==> config.mk <==
export PLATFORM = sky130hd
export DESIGN_NAME = input_decoder_packet_sequencer_flat
export DESIGN_NICKNAME = d
export VERILOG_FILES = /design/src/rtl/input_decoder_packet_sequencer_if.sv /design/src/rtl/input_decoder_packet_sequencer.sv /design/src/flat_wrapper.sv
export SDC_FILE = /design/constraint.sdc
export NUM_CORES = 1
export LEC_CHECK = 0
export CAP_MARGIN = 30
export CORE_MARGIN = 5
export CORE_UTILIZATION = 44
export DETAILED_ROUTE_END_ITERATION = 16
export HOLD_SLACK_MARGIN = 0.02
export PLACE_DENSITY = 0.89
export RECOVER_POWER = 25
export SYNTH_ARGS = -nofsm -noshare
export SYNTH_HDL_FRONTEND = slang
export SYNTH_SLANG_ARGS = --single-unit
==> constraint.sdc <==
create_clock -name clk -period 1.7 [get_ports clk]
set_input_delay 0.17 -clock clk [delete_from_list [all_inputs] [get_ports clk]]
set_output_delay 0.17 -clock clk [all_outputs]
set_load 0.05 [all_outputs]
==> src/rtl/input_decoder_packet_sequencer_if.sv <==
`default_nettype none
// ============================================================================
// input_decoder_packet_sequencer_if : FIFO read side plus cmd/dat streams
// Rev 1.0
// ============================================================================
interface input_decoder_packet_sequencer_if;
    logic        fifo_empty;
    logic [31:0] fifo_rdata;
    logic        fifo_read;
    logic        cmd_valid;
    logic        cmd_ready;
    logic [7:0]  cmd_opcode;
    logic [15:0] cmd_len;
    logic        dat_valid;
    logic        dat_ready;
    logic [31:0] dat_data;
    logic        dat_last;
    logic        pkt_err;
    logic        busy;

    modport master (
        input  fifo_empty, fifo_rdata, cmd_ready, dat_ready,
        output fifo_read, cmd_valid, cmd_opcode, cmd_len,
               dat_valid, dat_data, dat_last, pkt_err, busy
    );

    modport slave (
        output fifo_empty, fifo_rdata, cmd_ready, dat_ready,
        input  fifo_read, cmd_valid, cmd_opcode, cmd_len,
               dat_valid, dat_data, dat_last, pkt_err, busy
    );
endinterface
`default_nettype wire

==> src/rtl/input_decoder_packet_sequencer.sv <==
`default_nettype none
// ============================================================================
// input_decoder_packet_sequencer : pops header + LEN payload words from a
// registered-read FIFO onto cmd/dat streams. Option macro: PKT_TIMEOUT_EN
// Rev 1.0
// ============================================================================
module input_decoder_packet_sequencer #(
    parameter int MAX_LEN     = 255,
    parameter int TIMEOUT_CYC = 1024
) (
    input  wire logic                        clk,
    input  wire logic                        reset,
    input_decoder_packet_sequencer_if.master bus
);
    typedef enum logic [2:0] {
        IDLE     = 3'd0,
        HDR_WAIT = 3'd1,
        HDR_OUT  = 3'd2,
        PAY_REQ  = 3'd3,
        PAY_WAIT = 3'd4,
        PAY_OUT  = 3'd5
    } state_t;

    localparam logic [15:0] MAX_LEN_W = 16'(MAX_LEN);

    state_t      state_q, state_d;
    logic        run_q;
    logic [7:0]  opcode_q, opcode_d;
    logic [15:0] len_q, len_d;
    logic [15:0] cnt_q, cnt_d;
    logic [31:0] data_q, data_d;
    logic        last_q, last_d;
    logic        cmd_valid_q, cmd_valid_d;
    logic        dat_valid_q, dat_valid_d;
    logic        err_q, err_d;
    logic        rd;
    logic [15:0] hdr_len;

`ifdef PKT_TIMEOUT_EN
    localparam logic [15:0] STALL_LAST = 16'(TIMEOUT_CYC - 1);
    logic [15:0] stall_q, stall_d;
`endif

    assign hdr_len = bus.fifo_rdata[15:0];

    always_comb begin
        state_d     = state_q;
        opcode_d    = opcode_q;
        len_d       = len_q;
        cnt_d       = cnt_q;
        data_d      = data_q;
        last_d      = last_q;
        cmd_valid_d = cmd_valid_q;
        dat_valid_d = dat_valid_q;
        err_d       = 1'b0;
        rd          = 1'b0;
`ifdef PKT_TIMEOUT_EN
        stall_d     = 16'd0;
`endif
        case (state_q)
            IDLE: begin
                // run_q holds off the first pop until one clock after reset release
                if (run_q && !bus.fifo_empty) begin
                    rd      = 1'b1;
                    state_d = HDR_WAIT;
                end
            end
            HDR_WAIT: begin
                opcode_d = bus.fifo_rdata[31:24];
                len_d    = hdr_len;
                if (hdr_len > MAX_LEN_W) begin
                    err_d   = 1'b1;
                    state_d = IDLE;
                end else begin
                    cmd_valid_d = 1'b1;
                    state_d     = HDR_OUT;
                end
            end
            HDR_OUT: begin
                if (bus.cmd_ready) begin
                    cmd_valid_d = 1'b0;
                    cnt_d       = len_q;
                    state_d     = (len_q == 16'd0) ? IDLE : PAY_REQ;
                end
            end
            PAY_REQ: begin
                if (!bus.fifo_empty) begin
                    rd      = 1'b1;
                    state_d = PAY_WAIT;
                end
`ifdef PKT_TIMEOUT_EN
                else if (stall_q == STALL_LAST) begin
                    err_d   = 1'b1;
                    state_d = IDLE;
                end else begin
                    stall_d = stall_q + 16'd1;
                end
`endif
            end
            PAY_WAIT: begin
                data_d      = bus.fifo_rdata;
                dat_valid_d = 1'b1;
                last_d      = (cnt_q == 16'd1);
                state_d     = PAY_OUT;
            end
            PAY_OUT: begin
                if (bus.dat_ready) begin
                    dat_valid_d = 1'b0;
                    last_d      = 1'b0;
                    cnt_d       = cnt_q - 16'd1;
                    state_d     = (cnt_q == 16'd1) ? IDLE : PAY_REQ;
                end
            end
            default: state_d = IDLE;
        endcase
    end

    always_ff @(posedge clk or negedge reset) begin
        if (!reset) begin
            state_q     <= IDLE;
            run_q       <= 1'b0;
            opcode_q    <= 8'd0;
            len_q       <= 16'd0;
            cnt_q       <= 16'd0;
            data_q      <= 32'd0;
            last_q      <= 1'b0;
            cmd_valid_q <= 1'b0;
            dat_valid_q <= 1'b0;
            err_q       <= 1'b0;
`ifdef PKT_TIMEOUT_EN
            stall_q     <= 16'd0;
`endif
        end else begin
            state_q     <= state_d;
            run_q       <= 1'b1;
            opcode_q    <= opcode_d;
            len_q       <= len_d;
            cnt_q       <= cnt_d;
            data_q      <= data_d;
            last_q      <= last_d;
            cmd_valid_q <= cmd_valid_d;
            dat_valid_q <= dat_valid_d;
            err_q       <= err_d;
`ifdef PKT_TIMEOUT_EN
            stall_q     <= stall_d;
`endif
        end
    end

    assign bus.fifo_read  = rd;
    assign bus.cmd_valid  = cmd_valid_q;
    assign bus.cmd_opcode = opcode_q;
    assign bus.cmd_len    = len_q;
    assign bus.dat_valid  = dat_valid_q;
    assign bus.dat_data   = data_q;
    assign bus.dat_last   = last_q;
    assign bus.pkt_err    = err_q;
    assign bus.busy       = (state_q != IDLE);
endmodule
`default_nettype wire

==> src/flat_wrapper.sv <==
// flat-port wrapper written by rule: the top's interface ports become plain ports
module input_decoder_packet_sequencer_flat 
#(
    parameter int MAX_LEN     = 255,
    parameter int TIMEOUT_CYC = 1024
)
  (clk, reset, bus_fifo_empty, bus_fifo_rdata, bus_cmd_ready, bus_dat_ready, bus_fifo_read, bus_cmd_valid, bus_cmd_opcode, bus_cmd_len, bus_dat_valid, bus_dat_data, bus_dat_last, bus_pkt_err, bus_busy);
  input_decoder_packet_sequencer_if bus_i ();
  input  wire logic clk;
  input  wire logic reset;
  input wire logic [$bits(bus_i.fifo_empty)-1:0] bus_fifo_empty;
  input wire logic [$bits(bus_i.fifo_rdata)-1:0] bus_fifo_rdata;
  input wire logic [$bits(bus_i.cmd_ready)-1:0] bus_cmd_ready;
  input wire logic [$bits(bus_i.dat_ready)-1:0] bus_dat_ready;
  output wire logic [$bits(bus_i.fifo_read)-1:0] bus_fifo_read;
  output wire logic [$bits(bus_i.cmd_valid)-1:0] bus_cmd_valid;
  output wire logic [$bits(bus_i.cmd_opcode)-1:0] bus_cmd_opcode;
  output wire logic [$bits(bus_i.cmd_len)-1:0] bus_cmd_len;
  output wire logic [$bits(bus_i.dat_valid)-1:0] bus_dat_valid;
  output wire logic [$bits(bus_i.dat_data)-1:0] bus_dat_data;
  output wire logic [$bits(bus_i.dat_last)-1:0] bus_dat_last;
  output wire logic [$bits(bus_i.pkt_err)-1:0] bus_pkt_err;
  output wire logic [$bits(bus_i.busy)-1:0] bus_busy;
  assign bus_i.fifo_empty = bus_fifo_empty;
  assign bus_i.fifo_rdata = bus_fifo_rdata;
  assign bus_i.cmd_ready = bus_cmd_ready;
  assign bus_i.dat_ready = bus_dat_ready;
  assign bus_fifo_read = bus_i.fifo_read;
  assign bus_cmd_valid = bus_i.cmd_valid;
  assign bus_cmd_opcode = bus_i.cmd_opcode;
  assign bus_cmd_len = bus_i.cmd_len;
  assign bus_dat_valid = bus_i.dat_valid;
  assign bus_dat_data = bus_i.dat_data;
  assign bus_dat_last = bus_i.dat_last;
  assign bus_pkt_err = bus_i.pkt_err;
  assign bus_busy = bus_i.busy;
  input_decoder_packet_sequencer #(.MAX_LEN(MAX_LEN), .TIMEOUT_CYC(TIMEOUT_CYC)) u_core (.clk(clk), .reset(reset), .bus(bus_i));
endmodule
==> run metrics, run 1 <==
Clock Skew 8.382 ps; Setup crit end kind output pin; layout cells sized above 1 34.71%; Area Overhead vs Synth 42.33%; sequential share of the synthesized area 55.02%; worst setup slack after layout -17.67 ps; Die ar. about 0.010 mm^2; Yosys Warn Count 0; WP data required 1530 ps; clock tree sinks 80; Placer Congestion 0.9080; multi-input logic area between 0.0015 and 0.002 mm^2; fmax 0.5822 GHz; synthesized area per cell 12.09 um^2; Post-DP Area between 0.004 and 0.005 mm^2; clk_lat worst skew 350 ps; initial DRC count 152; kind of cell adding the most delay to the critical path flip-flops; Synth area leaders dfrtp_1, mux2_2, o21ai_0; WS Path Type register to output pin; IO Port Bufs 98; Slew Viols, Final 0; Final Cell Area about 0.0052 mm^2; row count 33; DR vias 3,075; slowest cell on the critical path dfrtp_2; leading area contributor after synthesis dfrtp_1; chip width 100.9 um; HP Class primary input to register; clock buffer depth 2; synthesized area 0.003638 mm^2; Synth Instances 301; CP arrival 1550 ps; RSZ-0062 raised after global routing yes; outcome complete, but fails checks; antenna viol nets, final 0; ANT cells 0; #FFs+latches synth 80; initial antenna violation count 0; vias in the first global route between 3,000 and 4,000; main flop type after synthesis dfrtp_1; Root Buffer clkbuf_8; DP HPWL 7.114 mm; Remaining DRCs 0; Max-slew headroom 32.71%; syn_nets 340; most numerous cell in the Yosys netlist dfrtp_1; CP cell instances buf_6 > buf_6 > or3_4 > buf_8; drt wl/cell 18.55 um; Filler cells 604; CP bufs+invs 3; effective utilization at floorplan 44.73%; largest stage delay on the critical path 450 ps; fin crit period 1718 ps; htree depth 3; post-route clock period utilization 101.0%; Critical Path Fanout Max 6; Nets 469; CTS tree built; drt total wl 10.02 mm; total track usage 19.90%; Post-synth top cells dfrtp_1, mux2_2, o21ai_0; first-pass GRT wire length 15.95 mm; Fin Hold WS 428.5 ps; Fin. Hold Viols 0; Yosys cell types 54; # setup viols final 2; Sequential cell area 0.002003 mm^2; pin count of the biggest net entering global routing 40; Inserted Clock Buffers 9; grt ovf 0; share of the synthesized area in the top cell type 55.02%; overall die height 100.9 um; DRT Pass-1 Iters 5; Via density 5.694; Clock transition at path regs 90 ps; most numerous cell on the critical path buf_6; top-level port count 99; max-cap violations 0; Async SR Flop Fraction 100.0%; failing checks negative setup slack; CP Launch Type register; pre-CTS setup slack -4.515 ps; Least-Margin Pin Slew ~1000 ps; EDFF count, synth 0; Core Footprint slightly above 0.008 mm^2
[flip-flops by register name, indices dropped and copies added, names as in the netlist]
register	cells
u_core.bus.pkt_err	1
u_core.bus.dat_data	32
u_core.bus.cmd_valid	1
u_core.bus.cmd_opcode	8
u_core.bus.dat_last	1
u_core.state_q	3
u_core.bus.cmd_len	16
u_core.run_q	1
u_core.cnt_q	16
u_core.bus.dat_valid	1
[cell type report]
class,count,share of cell area [%]
clock buffers,10,2.658
clock inverters,6,1.305
inverters,7,0.5074
multi-input cells,199,30.35
flip-flops and latches,80,38.68
well taps,105,2.537
repair buffers,133,23.97
[stage by stage]
stage               utilization (%)  std cells  TNS, ps
floorplan                         -        301        0
global placement              59.96        518        0
detailed placement            59.96        518   -4.515
CTS                           62.44        536        0
global route                  63.67        540   -369.2
finish                        63.67        540   -26.61
[kinds of logic (layout without fill, tap and decap cells)]
logic type               Yosys count  after routing  synth area share [%]
AO/OA/AOI/OAI                     62             63                 11.07
adder cells (fa/ha/maj)            2              2                0.6876
buffers and inverters             23            156                 2.957
flip-flops                        80             80                 55.02
multiplexers                      56             56                 17.33
other                              1              1                0.1031
AND/OR/NAND/NOR                   77             77                 12.83
[cells in the final DEF (no fill, tap or decap), types with 3 or more instances in the layout]
cell type	n
nor4_1	7
a2bb2oi_1	4
a21oi_1	12
nand3b_1	4
clkbuf_8	10
and3_1	3
nand2_1	9
clkdlybuf4s50_1	35
buf_4	55
o211ai_1	3
nor2b_1	3
a31oi_1	3
o21ai_0	20
dfrtp_1	79
nor3_1	4
dlymetal6s2s_1	13
o22ai_1	3
mux2_2	56
nor2_1	13
buf_12	4
inv_1	5
dlygate4sd2_1	21
nand3_1	6
nand4_1	8
[what timing repair did]
action                                  in CTS  in global routing
pin swaps                                    0                  4
hold buffers                                 1                  0
buffers inserted                             1                  3
gates resized for setup                     23                 27
endpoints found under the hold margin       54                  0
endpoints found under the setup margin      23                 21
cloned                                       0                  1
[worst paths after layout]
path	slack [ps]	startpoint	cells after the start	end
min reg2reg	500	u_core.bus.dat_data[30]	1	u_core.bus.dat_data[30]
min in group asynchronous	510	reset	2	u_core.state_q[2]
max in group asynchronous	280	reset	3	u_core.bus.dat_data[0]
min	430	bus_fifo_rdata[16]	2	u_core.bus.dat_data[16]
max reg2reg	30	u_core.state_q[1]	6	u_core.state_q[1]
max	-20	u_core.state_q[1]	4	bus_busy
[per-layer routing]
metal	GRT usage [%]	vias up	wire length, um
li1	-	1379	-
met2	31.65	154	4977
met3	5.813	22	860
met1	26.21	1520	3991
met4	6.544	0	188
met5	0	-	0
Power of run 1 is left out: the tool's default activity adds up to more than one toggle a clock period on the data nets, which glitch-free logic cannot reach.
==> run 2: changes to the inputs <==
CAP_MARGIN = 25   (was 30)
REMOVE_ABC_BUFFERS = 1   (was not set)
==> run 2 against run 1 <==
The flow still finishes with violations (negative setup slack); non-clock buffer count rose by 11; count of clock-buffer cells in the layout fell by 1; critical path type is now register to register; worst hold slack got worse by 8.7 ps; clock skew rose by 4.8 ps; via count rose by 2.1%; critical path depth fell by 1; die area did not move; wire length rose by 5.8%; fmax fell by 0.71%; largest cell class unchanged; sequential share of layout area fell by 1.2 points; first-iteration DRC count rose to 2.5 times the previous value; register-to-register slack got worse by 60 ps.
==> run metrics, run 2 (synthesized netlist as in run 1, its figures left out) <==
outcome complete, but fails checks; failing checks negative setup slack; CP arrival 2030 ps (+480 ps); htree depth 3 (unchanged); slowest cell on the critical path or4_4; CP Launch Point u_core.cnt_q[8]; Area Overhead vs Synth 47.11%; Die ar. 0.01019 mm^2 (unchanged); Largest register FFs 32 (unchanged); max-cap violations 0 (unchanged); pin count of the biggest net entering global routing 38 (-5.0%); Layout Cells excl Fill 550 (+1.9%); Least-Margin Pin Slew 930.2 ps (-79.19 ps); Setup crit end kind register; reg-to-reg endpoint u_core.cnt_q[13]; total track usage 20.52% (+0.62 points); largest stage delay on the critical path 540 ps (+90 ps); Core Footprint 0.008134 mm^2 (unchanged); Nets 479 (+2.1%); Via density 5.711 (+0.29%); worst reg-to-reg setup slack -30 ps (-60 ps); layout cells sized above 1 36.40% (+1.7 points); clock tree sinks 80 (unchanged); CTS tree built; Setup crit end u_core.cnt_q[13]; initial DRC count 386 (+150%); IO Port Bufs 98 (unchanged); antenna viol nets, final 0 (unchanged); Clock Skew 13.22 ps (+4.843 ps); commonest non-fill, non-tap cell in the layout dfrtp_1; CP cell instances or4_4 > or4b_1 > nand3_1; fmax 0.5780 GHz (-0.71%); DP HPWL 7.153 mm (+0.54%); # placed instances 521 (+0.58%); grt ovf 0 (unchanged); first-pass GRT wire length 16.40 mm (+2.9%); drt wl/cell 19.28 um (+3.9%); clk_lat worst skew 360 ps (about the same); DRT Pass-1 Iters 4 (-1); CP Launch Type register; Max-slew headroom 37.99% (+5.3 points); Critical Path Fanout Max 8 (+2); HP Class primary input to register; top-level port count 99 (unchanged); post-route clock period utilization 101.8% (+0.73 points); Levels on crit path 3 (-1); WS Path Type register to register; RR Startpoint u_core.cnt_q[8]; DR vias 3,141 (+2.1%); commonest non-fill, non-tap cells in the layout dfrtp_1, buf_4, mux2_2; Inserted Clock Buffers 9 (unchanged); GRT met1 Usage 25.04% (-1.2 points); WP data required 2000 ps (+470 ps); CP bufs+invs 0 (-3); Fin. Hold Viols 0 (unchanged); RSZ-0062 raised after global routing yes; Root Buffer clkbuf_8; Hold Path Stages 2 (unchanged); Filler cells 544 (-9.9%); fin crit period 1730 ps (+12.33 ps); row count 33 (unchanged); Clock transition at path regs 90 ps (about the same); Remaining DRCs 0 (unchanged); initial antenna violation count 0 (unchanged); kind of cell adding the most delay to the critical path simple AND/OR/NAND/NOR gates; Reg2Reg Depth 3 (-3); met2 Use GR 34.84% (+3.2 points); vias in the first global route 3,275 (+3.1%); overall die height 100.9 um (unchanged); met3 Usage GRT 4.637% (-1.2 points); clock buffer depth 2 (unchanged); worst setup slack after layout -30.00 ps (-12.33 ps); ANT cells 0 (unchanged); Placer Congestion 0.9143 (+0.69%); drt total wl 10.60 mm (+5.8%); # setup viols final 3 (+1); chip width 100.9 um (unchanged); gr busiest metal met2; Slew Viols, Final 0 (unchanged); effective utilization at floorplan 44.73% (unchanged)
## run 2: cell types whose count changed in the layout (fill, tap and decap cells not counted), moves of 2 or more
cell,previous run,this run
inv_1,5,7
dlygate4sd2_1,21,15
dfrtp_2,1,3
buf_4,55,57
nor2_1,13,11
dlymetal6s2s_1,13,24
buf_6,2,6
inv_2,2,0
o21ai_1,0,3
dfrtp_1,79,77
o21ai_0,20,17
## run 2: stage by stage
stage          util (%)  setup TNS (ps)  setup WS (ps)  instance area (um^2)  hold WS, ps
6_report          65.81          -52.20         -30.00                  5353        419.9
5_1_grt           65.81          -440.3         -74.41                  5353        418.0
4_1_cts           63.41          -8.284         -8.284                  5157        316.7
3_5_place_dp      60.33          -115.0         -61.36                  4907        163.2
3_3_place_gp      60.33          -1.842         -1.842                  4907        162.2
2_1_floorplan         -           -6639         -343.5                  3557       -125.6
## run 2: routing by layer
| layer | share of wire (%) | routed length (um) |
|---|---|---|
| met5 | 0 | 0 |
| met4 | 3.1 | 328 |
| met3 | 5.9 | 624 |
| met2 | 52 | 5553 |
| met1 | 39 | 4096 |
## run 2: cell type report
cell class / instances / area [um^2] / share of cell area (%)
clock buffers: 9 / 123.9 / 2.314
clock inverters: 7 / 72.57 / 1.356
inverters: 7 / 26.28 / 0.4909
multi-input cells: 198 / 1600 / 29.90
flip-flops and latches: 80 / 2006 / 37.47
well taps: 105 / 131.4 / 2.454
repair buffers: 144 / 1393 / 26.02
## run 2: how the worst min path moves through the flow
stage	start	to	slack, ps
final	bus_fifo_rdata[17]	u_core.bus.dat_data[17]	420
after global routing	bus_fifo_rdata[17]	u_core.bus.dat_data[17]	420
after CTS	reset	u_core.bus.dat_data[18]	320
after detailed placement	reset	u_core.bus.dat_data[18]	160
after global placement	reset	u_core.bus.dat_data[21]	160
after floorplan	reset	u_core.bus.cmd_len[0]	-130
## run 2: repair_timing
action | CTS | global route
hold endpoints to repair | 35 | 0
hold buffers | 1 | 0
setup endpoints to repair | 18 | 42
pin swaps | 1 | 6
resized for setup | 25 | 42
buffers inserted | 5 | 7
Power of run 2 is left out for the same reason.
==> run 3: changes to the inputs <==
PLACE_DENSITY = 0.79   (was 0.89)
RECOVER_POWER = not set   (was 25)
==> run 3 against run 2 <==
Clock skew decreased by 6.8 ps; global-route usage decreased by 1.1 points; the run now ends clean; largest cell class unchanged; core utilization up 0.38 points; highest routed layer unchanged.
==> run metrics, run 3 (synthesized netlist as in run 1, its figures left out) <==
Final Cell Area 0.005384 mm^2 (+0.58%); HP Class primary input to async pin; max-cap violations 0 (unchanged); fin crit period 1691 ps (-39.10 ps); IO Port Bufs 98 (unchanged); Clock Skew 6.389 ps (-6.836 ps); worst reg-to-reg setup slack 30 ps (+60 ps); Root Buffer clkbuf_8; Core Footprint 0.008134 mm^2 (unchanged); ANT cells 0 (unchanged); WS Path Type register to output pin; Clock transition at path regs 90 ps (about the same); Post-DP Area 0.004902 mm^2 (-0.10%); row count 33 (unchanged); worst setup slack after layout 9.104 ps (+39.10 ps); clock buffer depth 2 (unchanged); DR vias 3,135 (-0.19%); overall die height 100.9 um (unchanged); outcome completed; Reg2Reg Depth 5 (+2); Placer Congestion 0.8473 (-7.3%); commonest non-fill, non-tap cell in the layout dfrtp_1; Max-slew headroom 62.76% (+25 points); pre-CTS setup slack -54.53 ps (+6.830 ps); RR Startpoint u_core.state_q[2]; Via density 5.638 (-1.3%); layout cells sized above 1 38.36% (+2.0 points); top-level port count 99 (unchanged); CP Launch Type register; CP arrival 1520 ps (-510 ps); Remaining DRCs 0 (unchanged); Inserted Clock Buffers 9 (unchanged); post-route clock period utilization 99.46% (-2.3 points); htree depth 3 (unchanged); Critical Path Fanout Max 8 (unchanged); chip width 100.9 um (unchanged); WP data required 1530 ps (-470 ps); clock tree sinks 80 (unchanged); Area Overhead vs Synth 47.97%; Least-Margin Pin Slew 557.2 ps (-373.0 ps); Largest register FFs 32 (unchanged); antenna viol nets, final 0 (unchanged); Die ar. 0.01019 mm^2 (unchanged); drt wl/cell 17.98 um (-6.7%); CTS tree built; gr busiest metal met2; vias in the first global route 3,183 (-2.8%); DP HPWL 6.729 mm (-5.9%); initial antenna violation count 0 (unchanged); Slew Viols, Final 0 (unchanged); GRT met1 Usage 24.62% (-0.42 points); drt total wl 9.995 mm (-5.7%); Fin Hold WS 394.1 ps (-25.71 ps); initial DRC count 205 (-47%); total track usage 19.44% (-1.1 points); Setup crit end kind output pin; pin count of the biggest net entering global routing 81 (+110%); fmax 0.5914 GHz (+2.3%); DRT Pass-1 Iters 5 (+1); commonest non-fill, non-tap cells in the layout dfrtp_1, buf_4, mux2_2; met2 Use GR 31.14% (-3.7 points); # setup viols final 0 (-3); clk_lat worst skew 340 ps (-20 ps); Fin. Hold Viols 0 (unchanged); first-pass GRT wire length 15.73 mm (-4.1%); Nets 485 (+1.3%); final core occ 66.19% (+0.38 points); RSZ-0062 raised after global routing yes; met3 Usage GRT 6.021% (+1.4 points); effective utilization at floorplan 44.73% (unchanged); reg-to-reg endpoint u_core.cnt_q[3]; grt ovf 0 (unchanged)
==> run 3: cell count changes in the layout (fill, tap and decap cells not counted), sizes merged, moves of 2 or more <==
cell | previous run | this run
dlygate4sd2 | 15 | 17
clkinv | 4 | 2
clkinvlp | 2 | 4
buf | 68 | 76
dlymetal6s2s | 24 | 18
==> run 3: worst max-delay path by stage <==
| stage | startpoint | end | slack (ps) |
|---|---|---|---|
| 3_3_place_gp | bus_cmd_ready | u_core.cnt_q[0] | -10 |
| 6_report | u_core.state_q[2] | bus_busy | 9 |
| 5_1_grt | u_core.state_q[0] | bus_fifo_read | -70 |
| 4_1_cts | u_core.state_q[0] | bus_fifo_read | -10 |
| 2_1_floorplan | u_core.state_q[2] | u_core.cnt_q[8] | -340 |
| 3_5_place_dp | bus_cmd_ready | u_core.cnt_q[1] | -50 |
==> run 3: routing by layer <==
| layer | vias up | wire length [um] | part of all wire (%) |
|---|---|---|---|
| li1 | 1416 | - | - |
| met1 | 1561 | 3944 | 39 |
| met2 | 131 | 5100 | 51 |
| met3 | 27 | 677 | 6.8 |
| met4 | 0 | 272 | 2.7 |
| met5 | - | 0 | 0 |
==> run 3: layout make-up <==
type                            count  area, um^2
Clock buffer                        9       123.9
Clock inverter                      7       53.80
Fill cell                         612        2750
Inverter                            7       30.03
Multi-Input combinational cell    199        1629
Sequential cell                    80        2006
Tap cell                          105       131.4
Timing Repair Buffer              149        1410
==> run 3: worst max-delay path, cell delays in order, from the launching register on <==
cell	delay (ps)
dfrtp_2	410
buf_4	170
or3_1	420
buf_6	180
==> run 3: repair_timing <==
item / in CTS / in global routing
hold buffers: 1 / 0
setup buffers: 6 / 14
pin swaps: 1 / 7
endpoints found under the hold margin: 80 / 0
resized for setup: 24 / 39
gates cloned: 0 / 1
setup endpoints to repair: 19 / 36
==> run 3: per-stage QoR <==
stage	cells	TNS, ps
3_3_place_gp	518	-13.81
3_5_place_dp	518	-153.5
2_1_floorplan	285	-6639
4_1_cts	541	-16.47
5_1_grt	556	-211.3
6_report	556	0
Power of run 3 is left out for the same reason.
==> edit 1 (config.mk and constraints of run 1) <==
Encoding of `state_t`: now one-hot (6 bits for 6 states).
--- a/src/rtl/input_decoder_packet_sequencer.sv
+++ b/src/rtl/input_decoder_packet_sequencer.sv
@@ -12,13 +12,13 @@
     input  wire logic                        reset,
     input_decoder_packet_sequencer_if.master bus
 );
-    typedef enum logic [2:0] {
-        IDLE     = 3'd0,
-        HDR_WAIT = 3'd1,
-        HDR_OUT  = 3'd2,
-        PAY_REQ  = 3'd3,
-        PAY_WAIT = 3'd4,
-        PAY_OUT  = 3'd5
+    typedef enum logic [5:0] {
+        IDLE     = 6'b000001,
+        HDR_WAIT = 6'b000010,
+        HDR_OUT  = 6'b000100,
+        PAY_REQ  = 6'b001000,
+        PAY_WAIT = 6'b010000,
+        PAY_OUT  = 6'b100000
     } state_t;
 
     localparam logic [15:0] MAX_LEN_W = 16'(MAX_LEN);
Check against the original RTL: no difference found for any inputs over 10 cycles, from zero or initial values and one cycle with reset low; not proved beyond that.
==> edit 1 against run 1 <==
Routed wire length grew 44%. First-iteration DRC count grew to 3.0 times the old value. Cell area grew 18%. Synthesized area grew 1.9%. Cell count grew 11%. The run still ends with setup timing left. Critical path depth grew 3. Critical endpoint is now u_core.cnt_q[9]$_DFFE_PN0P_. Sequential cell count grew 3. Worst setup slack lost 610 ps.
==> edit 1: results (changes against run 1) <==
crit_fanout: 6  # unchanged
vias: 3714  # was 3075
final_nets: 529  # was 469
synth.area.mux_share_pct: 17.3  # about the same
grt_pass1_vias: 3772  # was 3177
fin_ws_ps: -632  # was -17.7 ps
synthTopCellsByCount: "dfrtp_1 (82), mux2_2 (56), a21oi_1 (22)"  # was dfrtp_1 (80), mux2_2 (56), o21ai_0 (20)
synth_nets: 348  # was 340
setup_viol: 55  # was 2
critical_path.endpoint: "u_core.cnt_q[9]$_DFFE_PN0P_"  # was bus_busy
reg2reg_depth: 7  # was 6
drtPass1Iterations: 6  # was 5
layout-drive-gt1-share_pct: 48.7  # was 34.7%
synth_compound_area_share_pct: 11.4  # was 11.1%
drtIter0Drc: 463  # was 152
yosys.area_share.adder_pct: 0.675  # was 0.688%
cp_slowest_cell: "or4_4"  # was dfrtp_2
wl_per_cell_um: 24.0  # was 18.6 um
io_buffers: 98  # unchanged
violations: "setup timing"  # unchanged
grt_max_degree: 42  # was 40
grt_pass1_wl_um: 19800  # was 15900 um
track_usage_pct: 24.9  # was 19.9%
arrival_ps: 2600  # was 1550 ps
dpl.hpwl_um: 8220  # was 7110 um
cts_setup_buffers: 13  # was 1
clock_skew_ps: 15.1  # was 8.38 ps
synth_area_leaders: "dfrtp_1 (55%), mux2_2 (17%), a21oi_1 (3.0%), o21ai_1 (2.0%), nor2_1 (1.7%)"  # was dfrtp_1 (55%), mux2_2 (17%), o21ai_0 (2.8%), a21oi_1 (1.7%), buf_2 (1.4%)
status: "finished, violations left"  # unchanged
maxSlewHeadroom_pct: 26.9  # was 32.7%
synth_xor_xnor_area_share_pct: 0.236  # was 0%
p_switching_mw: 3.37
gpl.final_weighted_congestion: 0.852  # was 0.908
slowest_delay_ps: 550  # was 450 ps
fillCellCount: 454  # was 604
crit_family: "simple AND/OR/NAND/NOR gates"  # was flip-flops
cts.repair.resized: 71  # was 23
ys_seq_area_share_pct: 56.1  # was 55.0%
r2r_start: "u_core.state_q[2]$_DFFE_PN0P_"  # was u_core.state_q[1]$_DFFE_PN0P_
synth_cell_types: 53  # was 54
[edit 1: changes by cell type after synthesis, sizes merged, moves of 4 or more]
| cell | change |
|---|---|
| nand4 | -7 |
| buf | -4 |
| a21oi | +9 |
| clkbuf | +4 |
[edit 1: worst min path at each step]
stage / startpoint / to / slack [ps] / cells past startpoint
floorplan: reset / u_core.bus.cmd_len[0]$_DFFE_PN0P_ / -130 / 0
finish: bus_fifo_rdata[21] / u_core.bus.dat_data[21]$_DFFE_PN0P_ / 430 / 2
global placement: reset / u_core.cnt_q[0]$_DFFE_PN0P_ / 190 / 1
global route: bus_fifo_rdata[21] / u_core.bus.dat_data[21]$_DFFE_PN0P_ / 430 / 2
detailed placement: reset / u_core.cnt_q[0]$_DFFE_PN0P_ / 200 / 1
CTS: reset / u_core.bus.dat_data[18]$_DFFE_PN0P_ / 370 / 2
[edit 1: area by class of cell]
class	count	area, um2	share of cell area (%)
Clock buffer	9	124	2.03
Clock inverter	7	62.6	1.03
Inverter	6	22.5	0.370
Multi-Input combinational cell	204	1840	30.3
Sequential cell	83	2080	34.2
Tap cell	105	131	2.16
Timing Repair Buffer	186	1820	30.0
[edit 1: metal layers]
| metal | vias to the layer above | track usage (%) | part of all wire (%) |
|---|---|---|---|
| met3 | 111 | 5.99 | 11 |
| met2 | 316 | 42.2 | 49 |
| met5 | - | 0 | 0 |
| li1 | 1505 | - | - |
| met1 | 1782 | 30.2 | 35 |
| met4 | 0 | 11.0 | 5.5 |
[edit 1: through the flow]
stage          instances  util, %  hold WS, ps  cell area, um2  setup WS [ps]
3_5_place_dp         559     63.5          196            5220           -524
4_1_cts              590     70.2          373            5770           -502
6_report             600     74.1          435            6090           -632
3_3_place_gp         559     63.5          187            5220           -475
2_1_floorplan        309        -         -126            3750           -534
5_1_grt              600     74.1          429            6090           -686
==> edit 2 (settings of run 1) <==
Made on the original files. `MAX_LEN` is set to 255 in 2 places; all go to 191.
--- a/src/rtl/input_decoder_packet_sequencer.sv
+++ b/src/rtl/input_decoder_packet_sequencer.sv
@@ -5,7 +5,7 @@
 // Rev 1.0
 // ============================================================================
 module input_decoder_packet_sequencer #(
-    parameter int MAX_LEN     = 255,
+    parameter int MAX_LEN     = 191,
     parameter int TIMEOUT_CYC = 1024
 ) (
     input  wire logic                        clk,
--- a/src/flat_wrapper.sv
+++ b/src/flat_wrapper.sv
@@ -1,7 +1,7 @@
 // flat-port wrapper written by rule: the top's interface ports become plain ports
 module input_decoder_packet_sequencer_flat 
 #(
-    parameter int MAX_LEN     = 255,
+    parameter int MAX_LEN     = 191,
     parameter int TIMEOUT_CYC = 1024
 )
   (clk, reset, bus_fifo_empty, bus_fifo_rdata, bus_cmd_ready, bus_dat_ready, bus_fifo_read, bus_cmd_valid, bus_cmd_opcode, bus_cmd_len, bus_dat_valid, bus_dat_data, bus_dat_last, bus_pkt_err, bus_busy);
Behaviour: not the same (Yosys sat finds a counterexample within 4 cycles, from zero or initial values and one cycle with reset low).
==> edit 2 against run 1 <==
The flow still finishes with violations (setup timing). Cell area rose by 3.5%. Largest cell class unchanged. Synthesized area is 2.2% higher. Sequential cell count did not move. Highest routed layer unchanged. Routed wire length fell by 1.5%. Critical endpoint is now bus_fifo_read. Via count down 0.59%. Critical path type unchanged. First-iteration DRC count up 80%. Count of clock-buffer cells in the layout did not move. Worst setup slack lost 5.6 ps. Cell count grew 0.37%.
==> edit 2: results (changes against run 1) <==
ys_seq_area_share_pct: 53.9  # was 55.0%
slowest_delay_ps: 410  # was 450 ps
crit_fanout: 3  # was 6
grt_pass1_vias: 3134  # was 3177
grt_max_degree: 81  # was 40
status: "finished, violations left"  # unchanged
wl_per_cell_um: 18.2  # was 18.6 um
ir_drop_mv: 1.44
synthTopCellsByCount: "dfrtp_1 (80), mux2_2 (56), nand2_1 (14)"  # was dfrtp_1 (80), mux2_2 (56), o21ai_0 (20)
io_buffers: 98  # unchanged
synth_cell_types: 60  # was 54
grt_pass1_wl_um: 15600  # was 15900 um
placementRows: 33  # unchanged
worst_pin_slew_ps: 1070  # was 1010 ps
violations: "setup timing"  # unchanged
drt_wl_total_um: 9870  # was 10000 um
setup_viol: 1  # was 2
drtPass1Iterations: 4  # was 5
dpl.hpwl_um: 6950  # was 7110 um
post-place-ws_ps: -19.0  # was -4.52 ps
synthArstFlopShare_pct: 100  # unchanged
gpl.final_weighted_congestion: 0.885  # was 0.908
final_nets: 471  # was 469
avgSynthCellArea_um2: 12.3  # was 12.1 um2
avgViaCountPerCell: 5.64  # was 5.69
clk_latency_ps: 340
clock_skew_ps: 10.7  # was 8.38 ps
yosysWarnings: 0  # unchanged
tns_ps: -23.2  # was -26.6 ps
cts_buffers: 9  # unchanged
dp_cells: 516  # was 518
track_usage_pct: 19.1  # was 19.9%
synth_area_leaders: "dfrtp_1 (54%), mux2_2 (17%), a21oi_1 (1.8%), buf_2 (1.6%), nand2_1 (1.4%)"  # was dfrtp_1 (55%), mux2_2 (17%), o21ai_0 (2.8%), a21oi_1 (1.7%), buf_2 (1.4%)
drtIter0Drc: 274  # was 152
fin_ws_ps: -23.2  # was -17.7 ps
final_util_pct: 65.2  # was 63.7%
layout-drive-gt1-share_pct: 38.2  # was 34.7%
clockBufferDepth: 2  # unchanged
edit 2: repair_timing:
item / in CTS / in global routing
pin swaps: 1 / 8
gates resized for setup: 25 / 30
endpoints found under the setup margin: 21 / 25
setup buffers: 2 / 7
hold endpoints to repair: 80 / 0
hold buffers: 1 / 0
edit 2: worst paths after layout:
path | start | to | slack (ps) | cells after the start
max | u_core.state_q[0]$_DFFE_PN0P_ | bus_fifo_read | -20 | 5
max reg2reg | u_core.cnt_q[1]$_DFFE_PN0P_ | u_core.cnt_q[7]$_DFFE_PN0P_ | 70 | 5
min in group asynchronous | reset | u_core.run_q$_DFF_PN0_ | 680 | 3
max in group asynchronous | reset | u_core.cnt_q[4]$_DFFE_PN0P_ | 260 | 3
min reg2reg | u_core.bus.dat_data[31]$_DFFE_PN0P_ | u_core.bus.dat_data[31]$_DFFE_PN0P_ | 510 | 1
min | bus_fifo_rdata[21] | u_core.bus.dat_data[21]$_DFFE_PN0P_ | 440 | 2
edit 2: cell families (layout without fill, tap and decap cells):
group | count (synthesis) | after routing | share of synthesized area [%]
AO/OA/AOI/OAI | 65 | 65 | 12.0
adder cells (fa/ha/maj) | 2 | 2 | 0.673
buffers and inverters | 24 | 160 | 3.33
flip-flops | 80 | 80 | 53.9
multiplexers | 56 | 56 | 17.0
other | 1 | 1 | 0.101
AND/OR/NAND/NOR | 73 | 73 | 13.1
edit 2: report_power, final:
group / internal (mW) / switching (mW) / leakage, nW
Combinational: 2.86 / 4.33 / 1.40
Clock: 0.836 / 0.709 / 0.107
Sequential: 2.80 / 0.826 / 0.967
Total: 6.50 / 5.86 / 2.48
edit 2: layout make-up:
| class | count | area, um2 |
|---|---|---|
| clock inverters | 6 | 90.1 |
| fillers | 599 | 2860 |
| clock buffers | 10 | 128 |
| multi-input cells | 197 | 1670 |
| well taps | 105 | 131 |
| flip-flops and latches | 80 | 2010 |
| repair buffers | 136 | 1300 |
| inverters | 8 | 30.0 |
edit 2: per-stage QoR:
step,hold WS [ps],instance area (um2)
floorplan,-126,3720
global placement,228,4970
detailed placement,230,4970
CTS,395,5210
global route,422,5360
finish,437,5360
edit 2: layer usage:
layer	track usage, %	routed length, um	up-vias
li1	-	-	1394
met1	23.8	3930	1532
met2	31.8	5040	117
met3	6.35	739	14
met4	5.75	156	0
met5	0	0	-
